## src/rtl/bitmap_pkg.sv

```systemverilog
// Shared constants and types for the bitmap RAM arbiter.
package bitmap_pkg;
    localparam int ADDR_W         = 14;
    localparam int DATA_W         = 8;
    localparam int PAGE_SIZE      = 8000;
    localparam int BYTES_PER_LINE = 40;

    typedef enum logic [1:0] {OWN_NONE, OWN_VID, OWN_HOST} owner_t;
    typedef enum logic {RUN, PEND} swap_state_t;
endpackage

```

## src/rtl/bitmap_arbiter_if.sv

```systemverilog
// Host drawing port: valid/ready request channel plus read-return and error pulses.
interface bitmap_arbiter_if #(
    parameter int ADDR_W = bitmap_pkg::ADDR_W,
    parameter int DATA_W = bitmap_pkg::DATA_W
) ();
    logic              valid;
    logic              ready;
    logic              we;
    logic [ADDR_W-1:0] addr;
    logic [DATA_W-1:0] wdata;
    logic [DATA_W-1:0] rdata;
    logic              rvalid;
    logic              err;

    modport master (output valid, we, addr, wdata, input ready, rdata, rvalid, err);
    modport slave  (input valid, we, addr, wdata, output ready, rdata, rvalid, err);
endinterface

```

## src/rtl/bitmap_arbiter_page_swap.sv

```systemverilog
// Display/draw page exchange, deferred to frame_start so scanout never tears.
module page_swap (
    input  logic clk,
    input  logic rst_n,
    input  logic swap_req_i,
    input  logic frame_start_i,
    output logic swap_done_o,
    output logic display_page_o
);
    import bitmap_pkg::*;

    swap_state_t state_q, state_d;
    logic        page_q, page_d;
    logic        done_q, done_d;

    always_ff @(posedge clk or negedge rst_n) begin
        if (!rst_n) begin
            state_q <= RUN;
            page_q  <= 1'b0;
            done_q  <= 1'b0;
        end else begin
            state_q <= state_d;
            page_q  <= page_d;
            done_q  <= done_d;
        end
    end

    always_comb begin
        state_d = state_q;
        page_d  = page_q;
        done_d  = 1'b0;
        unique case (state_q)
            RUN: begin
                // A request coinciding with the frame boundary is served immediately.
                if (swap_req_i && frame_start_i) begin
                    page_d = ~page_q;
                    done_d = 1'b1;
                end else if (swap_req_i) begin
                    state_d = PEND;
                end
            end
            PEND: begin
                if (frame_start_i) begin
                    page_d  = ~page_q;
                    done_d  = 1'b1;
                    state_d = RUN;
                end
            end
            default: state_d = RUN;
        endcase
    end

    assign swap_done_o    = done_q;
    assign display_page_o = page_q;
endmodule

```

## src/rtl/bitmap_arbiter.sv

```systemverilog
// Shares the bitmap RAM between scanout fetches (priority) and the host port,
// mapping page-relative offsets onto the display or draw page.
module bitmap_arbiter #(
    parameter int ADDR_W    = bitmap_pkg::ADDR_W,
    parameter int DATA_W    = bitmap_pkg::DATA_W,
    parameter int PAGE_SIZE = bitmap_pkg::PAGE_SIZE
) (
    input  logic              clk,
    input  logic              rst_n,
    input  logic              vid_req_i,
    input  logic [ADDR_W-1:0] vid_addr_i,
    output logic [DATA_W-1:0] vid_data_o,
    output logic              vid_valid_o,
    bitmap_arbiter_if.slave   host,
    input  logic              swap_req_i,
    input  logic              frame_start_i,
    output logic              swap_done_o,
    output logic              display_page_o,
    output logic [ADDR_W-1:0] ram_addr_o,
    output logic              ram_we_o,
    output logic [DATA_W-1:0] ram_din_o,
    input  logic [DATA_W-1:0] ram_dout_i
);
    import bitmap_pkg::*;

    localparam logic [ADDR_W-1:0] PAGE_BASE = ADDR_W'(PAGE_SIZE);

    logic              vid_gnt, host_rdy, host_gnt, host_oob;
    logic [ADDR_W-1:0] vid_phys, host_phys;
    logic [ADDR_W-1:0] ram_addr_q, ram_addr_d;
    owner_t            own_d;
    owner_t            own_q [2];
    logic              err_q;
    logic [DATA_W-1:0] vid_data_q, host_rdata_q;

    page_swap u_page_swap (
        .clk           (clk),
        .rst_n         (rst_n),
        .swap_req_i    (swap_req_i),
        .frame_start_i (frame_start_i),
        .swap_done_o   (swap_done_o),
        .display_page_o(display_page_o)
    );

    // Grants are gated by reset so every output reads 0 while rst_n is low.
    always_comb begin
        vid_gnt   = rst_n & vid_req_i;
        host_rdy  = rst_n & ~vid_req_i;
        host_gnt  = host_rdy & host.valid;
        host_oob  = host.addr >= PAGE_BASE;
        vid_phys  = vid_addr_i + (display_page_o ? PAGE_BASE : '0);
        host_phys = host.addr + (display_page_o ? '0 : PAGE_BASE);

        ram_addr_d = ram_addr_q;
        own_d      = OWN_NONE;
        if (vid_gnt) begin
            ram_addr_d = vid_phys;
            own_d      = OWN_VID;
        end else if (host_gnt) begin
            ram_addr_d = host_phys;
            if (!host.we) own_d = OWN_HOST;
        end
    end

    assign ram_addr_o = ram_addr_d;
    assign ram_we_o   = host_gnt & host.we & ~host_oob;
    assign ram_din_o  = (host_gnt & host.we) ? host.wdata : '0;

    always_ff @(posedge clk or negedge rst_n) begin
        if (!rst_n) begin
            ram_addr_q   <= '0;
            own_q[0]     <= OWN_NONE;
            own_q[1]     <= OWN_NONE;
            err_q        <= 1'b0;
            vid_data_q   <= '0;
            host_rdata_q <= '0;
        end else begin
            ram_addr_q <= ram_addr_d;
            own_q[0]   <= own_d;
            own_q[1]   <= own_q[0];
            err_q      <= host_gnt & host_oob;
            if (own_q[0] == OWN_VID) vid_data_q <= ram_dout_i;
            // err_q is still aligned with the stage-0 tag, so it flags an out-of-range read.
            if (own_q[0] == OWN_HOST) host_rdata_q <= err_q ? '0 : ram_dout_i;
        end
    end

    assign vid_data_o  = vid_data_q;
    assign vid_valid_o = own_q[1] == OWN_VID;
    assign host.ready  = host_rdy;
    assign host.rdata  = host_rdata_q;
    assign host.rvalid = own_q[1] == OWN_HOST;
    assign host.err    = err_q;
endmodule

```

## src/flat_wrapper.sv

```systemverilog
// flat-port wrapper written by rule: the top's interface ports become plain ports
module bitmap_arbiter_flat import bitmap_pkg::*;
#(
    parameter int ADDR_W    = bitmap_pkg::ADDR_W,
    parameter int DATA_W    = bitmap_pkg::DATA_W,
    parameter int PAGE_SIZE = bitmap_pkg::PAGE_SIZE
)
  (clk, rst_n, vid_req_i, vid_addr_i, vid_data_o, vid_valid_o, swap_req_i, frame_start_i, swap_done_o, display_page_o, ram_addr_o, ram_we_o, ram_din_o, ram_dout_i, host_valid, host_we, host_addr, host_wdata, host_ready, host_rdata, host_rvalid, host_err);
  bitmap_arbiter_if #(.ADDR_W(ADDR_W), .DATA_W(DATA_W)) host_i ();
  input  logic clk;
  input  logic rst_n;
  input  logic vid_req_i;
  input  logic [ADDR_W-1:0] vid_addr_i;
  output logic [DATA_W-1:0] vid_data_o;
  output logic vid_valid_o;
  input  logic swap_req_i;
  input  logic frame_start_i;
  output logic swap_done_o;
  output logic display_page_o;
  output logic [ADDR_W-1:0] ram_addr_o;
  output logic ram_we_o;
  output logic [DATA_W-1:0] ram_din_o;
  input  logic [DATA_W-1:0] ram_dout_i;
  input wire logic [$bits(host_i.valid)-1:0] host_valid;
  input wire logic [$bits(host_i.we)-1:0] host_we;
  input wire logic [$bits(host_i.addr)-1:0] host_addr;
  input wire logic [$bits(host_i.wdata)-1:0] host_wdata;
  output wire logic [$bits(host_i.ready)-1:0] host_ready;
  output wire logic [$bits(host_i.rdata)-1:0] host_rdata;
  output wire logic [$bits(host_i.rvalid)-1:0] host_rvalid;
  output wire logic [$bits(host_i.err)-1:0] host_err;
  assign host_i.valid = host_valid;
  assign host_i.we = host_we;
  assign host_i.addr = host_addr;
  assign host_i.wdata = host_wdata;
  assign host_ready = host_i.ready;
  assign host_rdata = host_i.rdata;
  assign host_rvalid = host_i.rvalid;
  assign host_err = host_i.err;
  bitmap_arbiter #(.ADDR_W(ADDR_W), .DATA_W(DATA_W), .PAGE_SIZE(PAGE_SIZE)) u_core (.clk(clk), .rst_n(rst_n), .vid_req_i(vid_req_i), .vid_addr_i(vid_addr_i), .vid_data_o(vid_data_o), .vid_valid_o(vid_valid_o), .host(host_i), .swap_req_i(swap_req_i), .frame_start_i(frame_start_i), .swap_done_o(swap_done_o), .display_page_o(display_page_o), .ram_addr_o(ram_addr_o), .ram_we_o(ram_we_o), .ram_din_o(ram_din_o), .ram_dout_i(ram_dout_i));
endmodule
```

## config.mk

```make
export PLATFORM = sky130hd
export DESIGN_NAME = bitmap_arbiter_flat
export DESIGN_NICKNAME = d
export VERILOG_FILES = /design/src/rtl/bitmap_pkg.sv /design/src/rtl/bitmap_arbiter_if.sv /design/src/rtl/bitmap_arbiter_page_swap.sv /design/src/rtl/bitmap_arbiter.sv /design/src/flat_wrapper.sv
export SDC_FILE = /design/constraint.sdc
export NUM_CORES = 1
export LEC_CHECK = 0
export BUFFER_PORTS_ARGS = -buffer_cell sky130_fd_sc_hd__buf_2
export CORE_MARGIN = 5
export CORE_UTILIZATION = 50
export DETAILED_ROUTE_END_ITERATION = 12
export PLACE_DENSITY = 0.89
export SLEW_MARGIN = 25
export SYNTH_ARGS = -nofsm -noshare
export SYNTH_HDL_FRONTEND = slang
export SYNTH_HIERARCHICAL = 1
export SYNTH_SLANG_ARGS = --single-unit
export TNS_END_PERCENT = 20
```

## constraint.sdc

```tcl
create_clock -name clk -period 5.9 [get_ports clk]
set_input_delay 1.18 -clock clk [delete_from_list [all_inputs] [get_ports clk]]
set_output_delay 1.18 -clock clk [all_outputs]
set_load 0.01 [all_outputs]
```

==> run summary <==
# setup viols final -> 0
Biggest area consumer among synthesized cells -> dfrtp_1
Outcome -> complete, no violations
RSZ-0062 raised after global routing -> false
TritonCTS clock tree -> yes
Leak -> 1.44 nW
Starting density of the core -> 0.516
Final Hold Viols -> 0
Mapped cell area -> 0.00207 mm2
CTS resizes -> 0
DRT Pass-1 Iters -> 4
Final Max Slew Viols -> 0
Final hold slack -> 0.405 ns
# port buffers -> 95
IO Count -> 96
Top cells by count, synth -> 38 x dfrtp_1, 34 x nand2_1, 17 x nor2_1
Clk root buf -> clkbuf_8
CTS Buf Count -> 5
Synth area leaders -> dfrtp_1 46%, ha_1 8.5%, nand2_1 6.2%
Worst endpoint required time -> 4.72 ns
Synthesized flop and latch total -> 38
CP max FO -> 27
Syn Nets -> 280
Grt total ovfl -> 0
Asr flop ratio synth -> 1.00
Post-CTS Setup Inserts -> 0
Instance area at placement -> 0.00258 mm2
Hold Path Sink -> u_core/own_q[1]$_DFF_PN0_
Row Count -> 23
H-tree depth -> 2
Hold path depth -> 0
DR DRC count -> 0
Worst Skew -> 0.00741 ns
Tcrit/Tclk final -> 0.727
Die W -> 74.3 um
Post-synth EDFFs -> 0
Share of post-route cells with drive strength above 1 -> 0.370
Total GRT Usage -> 0.198
Crit. End Element -> primary output
Max Fclk -> 0.233 GHz
Final net count -> 375
Max_slew headroom -> 0.412
Worst VDD drop -> 0.196 mV
R2R cell count -> 8
Vias after detailed routing -> 1939
Clock insertion delay at the later pin of the skew report -> 0.30 ns
Final GP Congestion -> 0.866
Wirelength, routed -> 5190 um
Largest net degree at the start of global routing -> 28
Cts hold-fix bufs -> 0
Worst r2r dst -> u_core/ram_addr_q[12]$_DFF_PN0_
Routed WL per cell -> 14.4 um
Tightest Pin Transition -> 0.882 ns
Placed Cells -> 353
Most common cell in the netlist -> dfrtp_1
Reg clk slew, reported paths -> 0.08 ns
Pwr per Cell Area -> 391 mW/mm2
Post-Layout Inst Area -> 0.00271 mm2
Crit Reg-Reg Startpoint -> u_core/u_page_swap/display_page_o$_DFFE_PN0P_
Clock sinks -> 38
First-pass GRT wire length -> 8300 um
Die Y -> 74.3 um
Tightest Hold Check Type -> flop to flop
Syn Area/Cell -> 9.61 um2
Min Clock Period, post-route -> 4.29 ns
Startpoint types -> primary input
Overall Power -> 1.06 mW
Final WS setup -> 1.61 ns
Flop-to-flop setup slack -> 3.45 ns
Initial DRC count -> 82
DP Wirelength -> 4070 um
WP data arrival -> 3.11 ns
Initial antenna violation count -> 0
Post-synth cell types -> 32
Core area -> 0.00400 mm2
Yosys Warn Count -> 6
Syn-to-layout area delta -> 31.4%
# Max-Cap Violations -> 0
Vias/cell -> 5.37
Hold Crit Start -> u_core/own_q[3]$_DFF_PN0_
Place WS -> 1.56 ns
Worst setup path category -> primary input to primary output
CTS max path bufs -> 2
Fin Setup TNS -> 0 ns
Vias in the first global route -> 1845
Seq/Total Area, Yosys -> 0.460
Gate Count Post-Synth -> 215
Utilization after layout -> 0.678
Detail Route Antenna Nets -> 0
Area share of the largest cell type after synthesis -> 0.460
Post-synth top flop -> dfrtp_1
Finished Layout Cells -> 361
Full die area -> 0.00552 mm2
Diodes inserted -> 0
==> worst max-delay path by stage <==
stage	startpoint	to	slack, ns	cells after the start
2_1_floorplan	vid_addr_i[8]	ram_addr_o[13]	2.19	6
3_3_place_gp	rst_n	ram_addr_o[13]	1.68	6
3_5_place_dp	rst_n	ram_addr_o[13]	1.56	6
4_1_cts	rst_n	ram_addr_o[13]	1.60	6
5_1_grt	rst_n	ram_addr_o[13]	1.41	6
6_report	rst_n	ram_addr_o[13]	1.61	6
==> layer usage <==
layer  track usage  share of wire  vias up
li1              -              -      952
met1         0.252           0.42      895
met2         0.325           0.47       85
met3        0.0568          0.099        7
met4        0.0711          0.013        0
met5             0              0        -
==> report_power, final <==
group          total, mW  internal (mW)  switching [mW]
sequential         0.349          0.317          0.0316
clock              0.264          0.169          0.0947
combinational      0.449          0.201           0.248
total               1.06          0.688           0.374
==> placed cells by master (no fill, tap or decap), types with 3 or more instances in the layout <==
master,netlist,layout
nand3_1,3,3
mux2_2,9,9
a21oi_1,7,7
and3_1,10,10
ha_1,14,14
a21o_1,3,3
clkbuf_8,0,5
buf_2,1,95
nand2_1,34,34
nor2b_1,3,3
nand2b_1,11,11
a31oi_1,12,12
o21ai_0,16,16
inv_1,3,3
a211oi_1,3,3
nor2_1,17,17
dfrtp_1,38,38
xnor2_1,7,7
==> sequential cells by signal (all words and copies together), names as in the netlist <==
signal and count:
u_core/host.err 1, u_core/u_page_swap/state_q 1, u_core/u_page_swap/display_page_o 1, u_core/own_q 4, u_core/vid_data_o 8, u_core/ram_addr_q 14, u_core/host.rdata 8, u_core/u_page_swap/swap_done_o 1
==> logic make-up (layout without fill, tap and decap cells) <==
family / count (synthesis) / count (layout) / share of synthesized area
buf+inv: 11 / 107 / 0.0224
xor+xnor: 9 / 9 / 0.0382
flops: 38 / 38 / 0.460
compound gates: 50 / 50 / 0.150
fa+ha+maj: 14 / 14 / 0.0848
simple gates: 82 / 82 / 0.185
mux: 11 / 11 / 0.0588
==> critical path: stages <==
cell	delay [ns]
buf_2	0.29
nor2b_1	0.24
and2_1	0.74
o21ai_0	0.17
a211oi_1	0.31
buf_2	0.18
==> cell type report <==
class                           instances  area (um2)
Fill cell                             331        1290
Multi-Input combinational cell        166        1070
Sequential cell                        38         951
Timing Repair Buffer                   96         483
Clock buffer                            5        68.8
Clock inverter                          3        68.8
Tap cell                               50        62.6
Inverter                                3        11.3
(Power assumes the default switching activity.)
